===== src/rtl/cu_wb_sched_if.sv =====
// cu_wb_sched_if
//   Bundles the issue handshake, crossbar controls and bus-connect write
//   request of the compute-unit write-back scheduler.
//   master : program sequencer / bus-connect side (drives iss_* and bc_req/bc_wadd)
//   slave  : the scheduler (drives ready, unit enables, crossbar and status)
interface cu_wb_sched_if #(
  parameter int ADDRESS_WIDTH = 4,
  parameter int SIGNAL_WIDTH  = 3
);
  logic                     iss_vld;
  logic [1:0]               iss_unit;
  logic                     iss_rx_use;
  logic                     iss_ry_use;
  logic [ADDRESS_WIDTH-1:0] iss_raddx;
  logic [ADDRESS_WIDTH-1:0] iss_raddy;
  logic [ADDRESS_WIDTH-1:0] iss_wadd;
  logic                     iss_rdy;
  logic                     iss_err;
  logic                     ps_alu_en;
  logic                     ps_mul_en;
  logic                     ps_shf_en;
  logic [ADDRESS_WIDTH-1:0] ps_xb_raddx;
  logic [ADDRESS_WIDTH-1:0] ps_xb_raddy;
  logic [SIGNAL_WIDTH-1:0]  ps_xb_w_cuEn;
  logic                     ps_xb_w_bcEn;
  logic [ADDRESS_WIDTH-1:0] ps_xb_wadd;
  logic                     bc_req;
  logic [ADDRESS_WIDTH-1:0] bc_wadd;
  logic                     bc_gnt;
  logic                     busy;
  logic [15:0]              stall_cnt;

  modport master (
    output iss_vld, iss_unit, iss_rx_use, iss_ry_use, iss_raddx, iss_raddy, iss_wadd,
    output bc_req, bc_wadd,
    input  iss_rdy, iss_err, ps_alu_en, ps_mul_en, ps_shf_en,
    input  ps_xb_raddx, ps_xb_raddy, ps_xb_w_cuEn, ps_xb_w_bcEn, ps_xb_wadd,
    input  bc_gnt, busy, stall_cnt
  );

  modport slave (
    input  iss_vld, iss_unit, iss_rx_use, iss_ry_use, iss_raddx, iss_raddy, iss_wadd,
    input  bc_req, bc_wadd,
    output iss_rdy, iss_err, ps_alu_en, ps_mul_en, ps_shf_en,
    output ps_xb_raddx, ps_xb_raddy, ps_xb_w_cuEn, ps_xb_w_bcEn, ps_xb_wadd,
    output bc_gnt, busy, stall_cnt
  );
endinterface


===== src/rtl/cu_wb_sched.sv =====
// cu_wb_sched
//   Issue / write-back scheduler for the compute unit. Accepts one op per
//   cycle, pulses the target unit enable, drives the crossbar addresses and
//   books the single register-file write port in a reservation table indexed
//   by cycles-until-write-back. Issue stalls on RAW/WAW hazards against
//   in-flight results, on write-port conflicts and on a granted bus-connect
//   write to a source register. Bus-connect writes fill free write-back slots.
// Ports
//   clk    : clock, rising edge
//   reset  : asynchronous, active-low reset
//   bus    : cu_wb_sched_if.slave (issue handshake, unit enables, crossbar
//            read/write controls, bus-connect request/grant, busy, stall_cnt)
module cu_wb_sched #(
  parameter int ADDRESS_WIDTH = 4,
  parameter int SIGNAL_WIDTH  = 3,
  parameter int ALU_LAT       = 1,
  parameter int MUL_LAT       = 2,
  parameter int SHF_LAT       = 1,
  parameter int MAX_LAT       = 4
) (
  input logic          clk,
  input logic          reset,
  cu_wb_sched_if.slave bus
);

  localparam logic [1:0] UNIT_ALU = 2'b00;
  localparam logic [1:0] UNIT_MUL = 2'b01;
  localparam logic [1:0] UNIT_SHF = 2'b10;

  // Elaboration-time sanity checks on the latency configuration.
  if (ALU_LAT < 1 || ALU_LAT > MAX_LAT) begin : gAluLatBad
    $error("cu_wb_sched: ALU_LAT must lie within 1..MAX_LAT");
  end
  if (MUL_LAT < 1 || MUL_LAT > MAX_LAT) begin : gMulLatBad
    $error("cu_wb_sched: MUL_LAT must lie within 1..MAX_LAT");
  end
  if (SHF_LAT < 1 || SHF_LAT > MAX_LAT) begin : gShfLatBad
    $error("cu_wb_sched: SHF_LAT must lie within 1..MAX_LAT");
  end
  if (SIGNAL_WIDTH < 3) begin : gSigWidthBad
    $error("cu_wb_sched: SIGNAL_WIDTH must be at least 3");
  end

  // Reservation table: entry k holds the result written back k cycles from now.
  logic [MAX_LAT-1:0]       slotVld_q, slotVld_d;
  logic [1:0]               slotUnit_q [MAX_LAT];
  logic [1:0]               slotUnit_d [MAX_LAT];
  logic [ADDRESS_WIDTH-1:0] slotAddr_q [MAX_LAT];
  logic [ADDRESS_WIDTH-1:0] slotAddr_d [MAX_LAT];
  logic                     issErr_q;
  logic [15:0]              stallCnt_q;

  logic [MAX_LAT:0]         vldExt;
  logic                     issLegal;
  int                       issLat;
  logic                     portConflict;
  logic                     rawHit;
  logic                     wawHit;
  logic                     bcSlotHit;
  logic                     bcGnt;
  logic                     bcRaw;
  logic                     issRdy;
  logic                     issAccept;
  logic [SIGNAL_WIDTH-1:0]  cuEn;

  // Extra always-empty entry on top so the shift reads slot[D] as empty.
  assign vldExt = {1'b0, slotVld_q};

  always_comb begin
    issLegal = 1'b1;
    issLat   = 0;
    case (bus.iss_unit)
      UNIT_ALU: issLat = ALU_LAT;
      UNIT_MUL: issLat = MUL_LAT;
      UNIT_SHF: issLat = SHF_LAT;
      default:  issLegal = 1'b0;
    endcase
  end

  // A new result lands in slot[L-1] after the shift, which is where slot[L]
  // moves to, so an occupied slot[L] is a write-port conflict.
  always_comb begin
    portConflict = 1'b0;
    rawHit       = 1'b0;
    wawHit       = 1'b0;
    bcSlotHit    = 1'b0;
    for (int k = 0; k < MAX_LAT; k++) begin
      if (slotVld_q[k]) begin
        if (issLat == k) portConflict = 1'b1;
        if (bus.iss_rx_use && (bus.iss_raddx == slotAddr_q[k])) rawHit = 1'b1;
        if (bus.iss_ry_use && (bus.iss_raddy == slotAddr_q[k])) rawHit = 1'b1;
        if (bus.iss_wadd == slotAddr_q[k]) wawHit = 1'b1;
        if (bus.bc_wadd == slotAddr_q[k]) bcSlotHit = 1'b1;
      end
    end
  end

  // Bus-connect only gets the write port in cycles without a CU write-back,
  // and never to a register that still has a result in flight.
  assign bcGnt = bus.bc_req & ~slotVld_q[0] & ~bcSlotHit;
  assign bcRaw = bcGnt & ((bus.iss_rx_use & (bus.iss_raddx == bus.bc_wadd)) |
                          (bus.iss_ry_use & (bus.iss_raddy == bus.bc_wadd)));

  // Illegal unit codes are swallowed immediately so the sequencer never hangs.
  assign issRdy    = ~issLegal | ~(portConflict | rawHit | wawHit | bcRaw);
  assign issAccept = bus.iss_vld & issRdy;

  always_comb begin
    slotVld_d  = vldExt[MAX_LAT:1];
    slotUnit_d = '{default: '0};
    slotAddr_d = '{default: '0};
    for (int k = 0; k < MAX_LAT - 1; k++) begin
      slotUnit_d[k] = slotUnit_q[k+1];
      slotAddr_d[k] = slotAddr_q[k+1];
    end
    if (issAccept && issLegal) begin
      for (int k = 0; k < MAX_LAT; k++) begin
        if (issLat == k + 1) begin
          slotVld_d[k]  = 1'b1;
          slotUnit_d[k] = bus.iss_unit;
          slotAddr_d[k] = bus.iss_wadd;
        end
      end
    end
  end

  always_comb begin
    cuEn = '0;
    if (slotVld_q[0]) begin
      case (slotUnit_q[0])
        UNIT_ALU: cuEn[0] = 1'b1;
        UNIT_MUL: cuEn[1] = 1'b1;
        UNIT_SHF: cuEn[2] = 1'b1;
        default:  cuEn    = '0;
      endcase
    end
  end

  always_ff @(posedge clk or negedge reset) begin
    if (!reset) begin
      slotVld_q  <= '0;
      slotUnit_q <= '{default: '0};
      slotAddr_q <= '{default: '0};
      issErr_q   <= 1'b0;
      stallCnt_q <= '0;
    end else begin
      slotVld_q  <= slotVld_d;
      slotUnit_q <= slotUnit_d;
      slotAddr_q <= slotAddr_d;
      issErr_q   <= issAccept & ~issLegal;
      if (bus.iss_vld && !issRdy && (stallCnt_q != 16'hFFFF)) begin
        stallCnt_q <= stallCnt_q + 16'd1;
      end
    end
  end

  assign bus.iss_rdy      = issRdy;
  assign bus.iss_err      = issErr_q;
  assign bus.ps_alu_en    = issAccept & (bus.iss_unit == UNIT_ALU);
  assign bus.ps_mul_en    = issAccept & (bus.iss_unit == UNIT_MUL);
  assign bus.ps_shf_en    = issAccept & (bus.iss_unit == UNIT_SHF);
  assign bus.ps_xb_raddx  = bus.iss_raddx;
  assign bus.ps_xb_raddy  = bus.iss_raddy;
  assign bus.ps_xb_w_cuEn = cuEn;
  assign bus.ps_xb_w_bcEn = bcGnt;
  assign bus.ps_xb_wadd   = slotVld_q[0] ? slotAddr_q[0] : bus.bc_wadd;
  assign bus.bc_gnt       = bcGnt;
  assign bus.busy         = |slotVld_q;
  assign bus.stall_cnt    = stallCnt_q;

endmodule


===== src/flat_wrapper.sv =====
// flat-port wrapper written by rule: the top's interface ports become plain ports
module cu_wb_sched_flat 
#(
  parameter int ADDRESS_WIDTH = 4,
  parameter int SIGNAL_WIDTH  = 3,
  parameter int ALU_LAT       = 1,
  parameter int MUL_LAT       = 2,
  parameter int SHF_LAT       = 1,
  parameter int MAX_LAT       = 4
)
  (clk, reset, bus_iss_vld, bus_iss_unit, bus_iss_rx_use, bus_iss_ry_use, bus_iss_raddx, bus_iss_raddy, bus_iss_wadd, bus_bc_req, bus_bc_wadd, bus_iss_rdy, bus_iss_err, bus_ps_alu_en, bus_ps_mul_en, bus_ps_shf_en, bus_ps_xb_raddx, bus_ps_xb_raddy, bus_ps_xb_w_cuEn, bus_ps_xb_w_bcEn, bus_ps_xb_wadd, bus_bc_gnt, bus_busy, bus_stall_cnt);
  cu_wb_sched_if #(.ADDRESS_WIDTH(ADDRESS_WIDTH), .SIGNAL_WIDTH(SIGNAL_WIDTH)) bus_i ();
  input logic clk;
  input logic reset;
  input wire logic [$bits(bus_i.iss_vld)-1:0] bus_iss_vld;
  input wire logic [$bits(bus_i.iss_unit)-1:0] bus_iss_unit;
  input wire logic [$bits(bus_i.iss_rx_use)-1:0] bus_iss_rx_use;
  input wire logic [$bits(bus_i.iss_ry_use)-1:0] bus_iss_ry_use;
  input wire logic [$bits(bus_i.iss_raddx)-1:0] bus_iss_raddx;
  input wire logic [$bits(bus_i.iss_raddy)-1:0] bus_iss_raddy;
  input wire logic [$bits(bus_i.iss_wadd)-1:0] bus_iss_wadd;
  input wire logic [$bits(bus_i.bc_req)-1:0] bus_bc_req;
  input wire logic [$bits(bus_i.bc_wadd)-1:0] bus_bc_wadd;
  output wire logic [$bits(bus_i.iss_rdy)-1:0] bus_iss_rdy;
  output wire logic [$bits(bus_i.iss_err)-1:0] bus_iss_err;
  output wire logic [$bits(bus_i.ps_alu_en)-1:0] bus_ps_alu_en;
  output wire logic [$bits(bus_i.ps_mul_en)-1:0] bus_ps_mul_en;
  output wire logic [$bits(bus_i.ps_shf_en)-1:0] bus_ps_shf_en;
  output wire logic [$bits(bus_i.ps_xb_raddx)-1:0] bus_ps_xb_raddx;
  output wire logic [$bits(bus_i.ps_xb_raddy)-1:0] bus_ps_xb_raddy;
  output wire logic [$bits(bus_i.ps_xb_w_cuEn)-1:0] bus_ps_xb_w_cuEn;
  output wire logic [$bits(bus_i.ps_xb_w_bcEn)-1:0] bus_ps_xb_w_bcEn;
  output wire logic [$bits(bus_i.ps_xb_wadd)-1:0] bus_ps_xb_wadd;
  output wire logic [$bits(bus_i.bc_gnt)-1:0] bus_bc_gnt;
  output wire logic [$bits(bus_i.busy)-1:0] bus_busy;
  output wire logic [$bits(bus_i.stall_cnt)-1:0] bus_stall_cnt;
  assign bus_i.iss_vld = bus_iss_vld;
  assign bus_i.iss_unit = bus_iss_unit;
  assign bus_i.iss_rx_use = bus_iss_rx_use;
  assign bus_i.iss_ry_use = bus_iss_ry_use;
  assign bus_i.iss_raddx = bus_iss_raddx;
  assign bus_i.iss_raddy = bus_iss_raddy;
  assign bus_i.iss_wadd = bus_iss_wadd;
  assign bus_i.bc_req = bus_bc_req;
  assign bus_i.bc_wadd = bus_bc_wadd;
  assign bus_iss_rdy = bus_i.iss_rdy;
  assign bus_iss_err = bus_i.iss_err;
  assign bus_ps_alu_en = bus_i.ps_alu_en;
  assign bus_ps_mul_en = bus_i.ps_mul_en;
  assign bus_ps_shf_en = bus_i.ps_shf_en;
  assign bus_ps_xb_raddx = bus_i.ps_xb_raddx;
  assign bus_ps_xb_raddy = bus_i.ps_xb_raddy;
  assign bus_ps_xb_w_cuEn = bus_i.ps_xb_w_cuEn;
  assign bus_ps_xb_w_bcEn = bus_i.ps_xb_w_bcEn;
  assign bus_ps_xb_wadd = bus_i.ps_xb_wadd;
  assign bus_bc_gnt = bus_i.bc_gnt;
  assign bus_busy = bus_i.busy;
  assign bus_stall_cnt = bus_i.stall_cnt;
  cu_wb_sched #(.ADDRESS_WIDTH(ADDRESS_WIDTH), .SIGNAL_WIDTH(SIGNAL_WIDTH), .ALU_LAT(ALU_LAT), .MUL_LAT(MUL_LAT), .SHF_LAT(SHF_LAT), .MAX_LAT(MAX_LAT)) u_core (.clk(clk), .reset(reset), .bus(bus_i));
endmodule

===== config.mk =====
export PLATFORM = sky130hd
export DESIGN_NAME = cu_wb_sched_flat
export DESIGN_NICKNAME = d
export VERILOG_FILES = /design/src/rtl/cu_wb_sched_if.sv /design/src/rtl/cu_wb_sched.sv /design/src/flat_wrapper.sv
export SDC_FILE = /design/constraint.sdc
export NUM_CORES = 1
export LEC_CHECK = 0
export CORE_AREA = 3 3 78 80
export DETAILED_ROUTE_END_ITERATION = 8
export DIE_AREA = 0 0 81 83
export PLACE_DENSITY = 0.75
export SLEW_MARGIN = 20
export SYNTH_ARGS = -nofsm -noshare
export SYNTH_HDL_FRONTEND = slang
export SYNTH_SLANG_ARGS = --single-unit

===== constraint.sdc =====
create_clock -name clk -period 2 [get_ports clk]
set_input_delay 0.2 -clock clk [delete_from_list [all_inputs] [get_ports clk]]
set_output_delay 0.2 -clock clk [all_outputs]
set_load 0.05 [all_outputs]

==> summary.md, run 1 <==
| Metric | Value |
|---|---|
| First-pass GRT wire length | `10.6 mm` |
| RSZ-0062 raised after global routing | `true` |
| Logic pwr share | `0.434` |
| Register area share after synthesis | `0.396` |
| Die X | `81 µm` |
| DIE AREA | `6720 µm²` |
| Worst r2r src | `u_core.slotAddr_q[8]` |
| Total track usage | `0.203` |
| Die Height | `83 µm` |
| Final WS setup | `-535 ps` |
| Internal power | `0.00165 W` |
| Worst R2R Setup Slack | `-540 ps` |
| Synth cell types | `38` |
| Area post-placement | `3410 µm²` |
| CTS tree | `done` |
| Clock buffer count from CTS | `5` |
| Buffer and inverter count on the worst path | `2` |
| Layout area overhead | `58.6%` |
| Antenna Cells | `0` |
| Drt wl/cell | `17.0 µm` |
| Top cells by area, synth | `dfrtp_1 40%, xor2_1 15%, xnor2_1 8.4%, mux2_2 6.6%, buf_4 2.8%` |
| Sw frac | `0.380` |
| # DRC | `0` |
| Sw Pwr | `0.00101 W` |
| Vias in the first global route | `2097` |
| Least-Margin Pin Slew | `818 ps` |
| Critical Path AT | `2340 ps` |
| Synth Instances | `234` |
| Ys flop type | `dfrtp_1` |
| Clock network fraction of total power | `0.201` |
| CTS Root Cell | `clkbuf_8` |
| Max FO, Critical Path | `5` |
| Syn Area/Cell | `10.3 µm²` |
| Worst-Skew Late Latency | `280 ps` |
| Post-synthesis register bit count | `38` |
| Crit share post-route | `1.27` |
| Largest net degree at the start of global routing | `39` |
| Post-synth EDFFs | `0` |
| Port Buffers | `62` |
| Setup Crit Path Kind | `register to output port` |
| Max Cap Viol | `0` |
| Clock Sinks | `38` |
| NumNets Final | `358` |
| DR vias | `2057` |
| Pwr dens | `699 nW/µm²` |
| Share of cells above drive strength 1 | `0.440` |
| Share of Yosys cell area claimed by the top area cell type | `0.396` |
| I/O Pins | `63` |
| Setup Skew | `4.13 ps` |
| Core area | `5470 µm²` |
| CP top delay family | `simple AND/OR/NAND/NOR gates` |
| Slew margin rel. | `0.454` |
| Max frequency | `0.394 GHz` |
| Critical Path RT | `1800 ps` |
| Filler cells | `396` |
| Crit-path max cell delay | `450 ps` |
| DR iter-0 viols | `167` |
| Initial antenna violation count | `0` |
| DR pass1 iterations | `4` |
| GPL Wtd Cong | `0.871` |
| Row cnt | `27` |
| H-tree lvl count | `2` |
| Via density | `5.07` |
| CP max stage cell | `dfrtp_2` |
| Max Transition Viols Final | `0` |
| Critical path origin | `u_core.slotAddr_q[8]` |
| Worst r2r dst | `u_core.bus.stall_cnt[1]` |
| CTS clk-pin slew, worst paths | `70 ps` |
| Sequential share of power | `0.365` |
| Post-DRT Antenna Nets | `0` |
| Yosys top cell by area | `dfrtp_1` |
| Post-Layout Inst Area | `3810 µm²` |
| Critical-path cell list | `xor2_1 > o41ai_2 > o31ai_1 > buf_4 > nand4_4 > nor3b_4 > nor2b_4 > buf_12` |
| DP HPWL | `4.61 mm` |
| Failing checks | `negative setup slack` |
| Final Critical Period | `2540 ps` |
| Async set or reset register ratio after synthesis | `1.00` |
| Grt ovf | `0` |
| Worst setup SP type | `register` |
| Pre-CTS setup slack | `-643 ps` |
| Final Hold Fails | `0` |
| FF-to-FF path depth | `11` |
| Leak | `1.67 nW` |
| Worst hold path class | `input pin to asynchronous set/reset pin` |
| Crit path depth | `8` |
| Setup crit end kind | `output port` |
| Initial core utilization | `0.439` |
| Most frequent cell after synthesis | `xor2_1` |
| Setup violators final | `36` |
| Post-Route WL | `6.90 mm` |
| Status | `finished with violations` |
| Synthesized cell area | `2400 µm²` |
| VDD IR-drop max | `0.000908 V` |
| Top cells by instance count after synthesis | `42 x xor2_1, 38 x dfrtp_1, 23 x xnor2_1` |
| Worst-case clock buffer depth | `2` |
| Yosys warning total | `0` |
[layer usage]
layer	global-route usage	routed length, µm
met1	0.286	2990
met3	0.0380	264
met2	0.315	3540
met5	0	0
met4	0.0599	104
[area by class of cell]
class,count,area (µm²),area share
Clock buffer,8,90.1,0.0236
Multi-Input combinational cell,177,1570,0.413
Sequential cell,38,972,0.255
Tap cell,72,90.1,0.0236
Timing Repair Buffer,111,1090,0.285
[state kept, by name, summed over array words and instances, names as in the netlist]
name and flops:
u_core.bus.iss_err 1, u_core.bus.stall_cnt 16, u_core.slotAddr_q 12, u_core.slotVld_q 3, u_core.slotUnit_q 6
[cell families (layout without fill, tap and decap cells)]
group	after synthesis	after routing	synth area share
other	1	7	0.00156
multiplexers	16	16	0.0765
AND/OR/NAND/NOR	81	81	0.197
buffers and inverters	25	119	0.0599
adder cells (fa/ha/maj)	1	1	0.00520
AO/OA/AOI/OAI	7	7	0.0276
flip-flops	38	38	0.396
XOR/XNOR	65	65	0.237
[layout by cell type (no fill, tap or decap), drive strengths merged, types with 2 or more instances in the layout]
cell type / count
nand2b: 2
and2: 2
buf: 72
nor3: 5
and3: 7
nand4: 7
o41ai: 3
or2: 3
nand3: 12
dfrtp: 38
clkdlybuf4s50: 25
xnor2: 23
mux2: 16
nor2: 6
clkbuf: 8
nor3b: 2
dlygate4sd2: 13
conb: 7
xor2: 42
nand2: 17
nor4: 8
nor2b: 5
[repair_timing]
action	CTS	global route
cloned	0	0
hold buffers	0	0
buffers inserted	8	6
pin swaps	8	8
resized for setup	41	23
setup endpoints to repair	34	36
[per-stage QoR]
step | std cells | utilization | hold slack [ps] | setup TNS [ps] | total power (W)
after CTS | 402 | 0.668 | 37.5 | -5590 | 0.00259
after detailed placement | 386 | 0.623 | 338 | -16110 | 0.00201
after global placement | 386 | 0.623 | 342 | -15030 | 0.00200
final | 406 | 0.697 | 11.2 | -11810 | 0.00266
after floorplan | 240 | - | -95.6 | -2020 | 0.00160
after global routing | 406 | 0.697 | 69.3 | -14720 | 0.00280
[power groups by stage]
stage	clock [W]	sequential [W]	combinational, W
after floorplan	0	0.00112	0.000477
after global placement	0	0.000980	0.00102
after detailed placement	0	0.000982	0.00103
after CTS	0.000533	0.000969	0.00109
after global routing	0.000586	0.000990	0.00122
final	0.000534	0.000973	0.00116
[worst max path at each step]
| stage | end | slack, ps |
|---|---|---|
| after floorplan | bus_ps_alu_en | -260 |
| final | bus_ps_alu_en | -540 |
| after global routing | bus_ps_alu_en | -650 |
| after global placement | u_core.slotAddr_q[12] | -600 |
| after detailed placement | u_core.slotAddr_q[14] | -640 |
| after CTS | bus_ps_alu_en | -440 |
Power figures use the tool's default switching activity.
==> run 2, diff against run 1 <==
CAP_MARGIN = 20   (was default)
==> results of run 2 <==
Final layout, timing and power as in run 1 (identical DEF).
==> run 3, diff against run 2 <==
CAP_MARGIN = default   (was 20)
GPL_TIMING_DRIVEN = 0   (was default)
==> summary.md, run 3 (same netlist as run 1, synthesis figures left out) <==
| Metric | Value |
|---|---|
| Layout area overhead | `50.4% (was 58.6%)` |
| Dpl cells | `371 (was 386)` |
| Initial core utilization | `0.439 (unchanged)` |
| Core area | `5470 µm² (unchanged)` |
| Initial antenna violation count | `0 (unchanged)` |
| Area post-placement | `3210 µm² (was 3410 µm²)` |
| Design Power | `0.00259 W (was 0.00266 W)` |
| First-pass GRT wire length | `10.0 mm (was 10.6 mm)` |
| CTS tree | `done (unchanged)` |
| DR vias | `1993 (was 2057)` |
| Setup Skew | `8.39 ps (was 4.13 ps)` |
| VDD IR-drop max | `0.000692 V (was 0.000908 V)` |
| RSZ-0062 raised after global routing | `true (unchanged)` |
| CP top delay family | `simple AND/OR/NAND/NOR gates (unchanged)` |
| Max FFs per register | `16 (unchanged)` |
| Max Transition Viols Final | `0 (unchanged)` |
| Vias in the first global route | `1977 (was 2097)` |
| Failing checks | `negative setup slack (unchanged)` |
| Leak | `1.55 nW (was 1.67 nW)` |
| Commonest non-fill, non-tap cells in the layout | `32 x xor2_1, 31 x clkdlybuf4s50_1, 24 x dfrtp_1, 23 x buf_4, 22 x xnor2_1 (was 53 x buf_4, 38 x xor2_1, 25 x clkdlybuf4s50_1, 21 x dfrtp_1, 19 x xnor2_1)` |
| Status | `finished with violations (unchanged)` |
| Max FO, Critical Path | `5 (unchanged)` |
| Largest net degree at the start of global routing | `27 (was 39)` |
| Clock buffer count from CTS | `5 (unchanged)` |
| CTS clk-pin slew, worst paths | `80 ps (was 70 ps)` |
| Final WS setup | `-499 ps (was -535 ps)` |
| Critical Path AT | `2670 ps (was 2340 ps)` |
| Via density | `5.10 (was 5.07)` |
| Setup violators final | `34 (was 36)` |
| Critical path origin | `u_core.slotAddr_q[10] (was u_core.slotAddr_q[8])` |
| DR iter-0 viols | `147 (was 167)` |
| Total track usage | `0.192 (was 0.203)` |
| Pwr dens | `715 nW/µm² (was 699 nW/µm²)` |
| Antenna Cells | `0 (unchanged)` |
| Max Cap Viol | `0 (unchanged)` |
| Worst r2r src | `u_core.slotAddr_q[10] (was u_core.slotAddr_q[8])` |
| I/O Pins | `63 (unchanged)` |
| Setup crit end kind | `register (was output port)` |
| Die Height | `83 µm (unchanged)` |
| Grt ovf | `0 (unchanged)` |
| Final Critical Period | `2500 ps (was 2540 ps)` |
| Worst setup SP type | `register (unchanged)` |
| Post-Route WL | `6.19 mm (was 6.90 mm)` |
| Post-DRT Antenna Nets | `0 (unchanged)` |
| Crit-path max cell delay | `440 ps (was 450 ps)` |
| Die X | `81 µm (unchanged)` |
| Share of cells above drive strength 1 | `0.370 (was 0.440)` |
| DR pass1 iterations | `4 (unchanged)` |
| Worst-Skew Late Latency | `290 ps (was 280 ps)` |
| GPL Wtd Cong | `0.856 (was 0.871)` |
| Buffer and inverter count on the worst path | `4 (was 2)` |
| # DRC | `0 (unchanged)` |
| Crit share post-route | `1.25 (was 1.27)` |
| Critical-path cell list | `buf_2 > xor2_2 > nor4_4 > a2111o_1 > nand4_4 > buf_4 > buf_6 > buf_4 > or3b_4 > mux2_4 (was xor2_1 > o41ai_2 > o31ai_1 > buf_4 > nand4_4 > nor3b_4 > nor2b_4 > buf_12)` |
| DIE AREA | `6720 µm² (unchanged)` |
| Critical Path RT | `2180 ps (was 1800 ps)` |
| CTS Root Cell | `clkbuf_8 (unchanged)` |
| Commonest non-fill, non-tap cell in the layout | `xor2_1 (was buf_4)` |
| Final Hold Fails | `0 (unchanged)` |
| NumNets Final | `343 (was 358)` |
| DP HPWL | `4.43 mm (was 4.61 mm)` |
| CP most frequent cell | `buf_4` |
| Final non-filler cell total | `391 (was 406)` |
| Row cnt | `27 (unchanged)` |
| CP max stage cell | `a2111o_1 (was dfrtp_2)` |
| Worst-case clock buffer depth | `2 (unchanged)` |
| Post-Layout Inst Area | `3620 µm² (was 3810 µm²)` |
| Least-Margin Pin Slew | `625 ps (was 818 ps)` |
| Setup Crit Path Kind | `register to register (was register to output port)` |
| Max frequency | `0.400 GHz (was 0.394 GHz)` |
| Fin util | `0.661 (was 0.697)` |
| Port Buffers | `58 (was 62)` |
| Drt wl/cell | `15.8 µm (was 17.0 µm)` |
| Worst hold path class | `input pin to asynchronous set/reset pin (unchanged)` |
| Clock Sinks | `38 (unchanged)` |
| H-tree lvl count | `2 (unchanged)` |
| Slew margin rel. | `0.580 (was 0.454)` |
[run 3: through the flow]
stage          setup TNS [ps]  setup slack [ps]  hold WS, ps
3_3_place_gp           -30470             -1560          417
4_1_cts                 -8890              -473          333
5_1_grt                -13390              -601          354
3_5_place_dp           -22820             -1550          113
2_1_floorplan           -2020              -261        -95.6
6_report               -10160              -499          329
[run 3: cell type report]
| type | instances | area [µm²] |
|---|---|---|
| plain buffers | 21 | 169 |
| clock buffers | 6 | 82.6 |
| clock inverters | 2 | 12.5 |
| fillers | 431 | 1860 |
| multi-input cells | 177 | 1550 |
| flip-flops and latches | 38 | 968 |
| well taps | 72 | 90.1 |
| repair buffers | 75 | 739 |
[run 3: what timing repair did]
item / 4_1_cts / 5_1_grt
resized for setup: 91 / 24
endpoints found under the hold margin: 12 / 0
setup endpoints to repair: 43 / 38
pin swaps: 8 / 9
buffers inserted: 12 / 5
hold buffers: 1 / 0
[run 3: path summary, 6_finish.rpt]
kind	end	cells past startpoint	slack, ps
max	u_core.bus.stall_cnt[14]	10	-500
max in group asynchronous	u_core.bus.stall_cnt[5]	3	1230
max reg2reg	u_core.bus.stall_cnt[14]	10	-500
min reg2reg	u_core.slotUnit_q[4]	1	440
min	u_core.bus.stall_cnt[14]	2	330
min in group clk	u_core.slotUnit_q[4]	1	440
[run 3: metal layers]
layer	vias up	track usage	share of wire
li1	931	-	-
met1	980	0.275	0.42
met2	74	0.291	0.51
met3	8	0.0390	0.063
met4	0	0.0584	0.011
met5	-	0	0
[run 3: report_power, final]
group / leakage [nW] / internal (W) / switching (W) / total, W
combinational: 1.05 / 0.000449 / 0.000618 / 0.00107
clock: 0.0472 / 0.000277 / 0.000269 / 0.000546
sequential: 0.455 / 0.000859 / 0.000113 / 0.000973
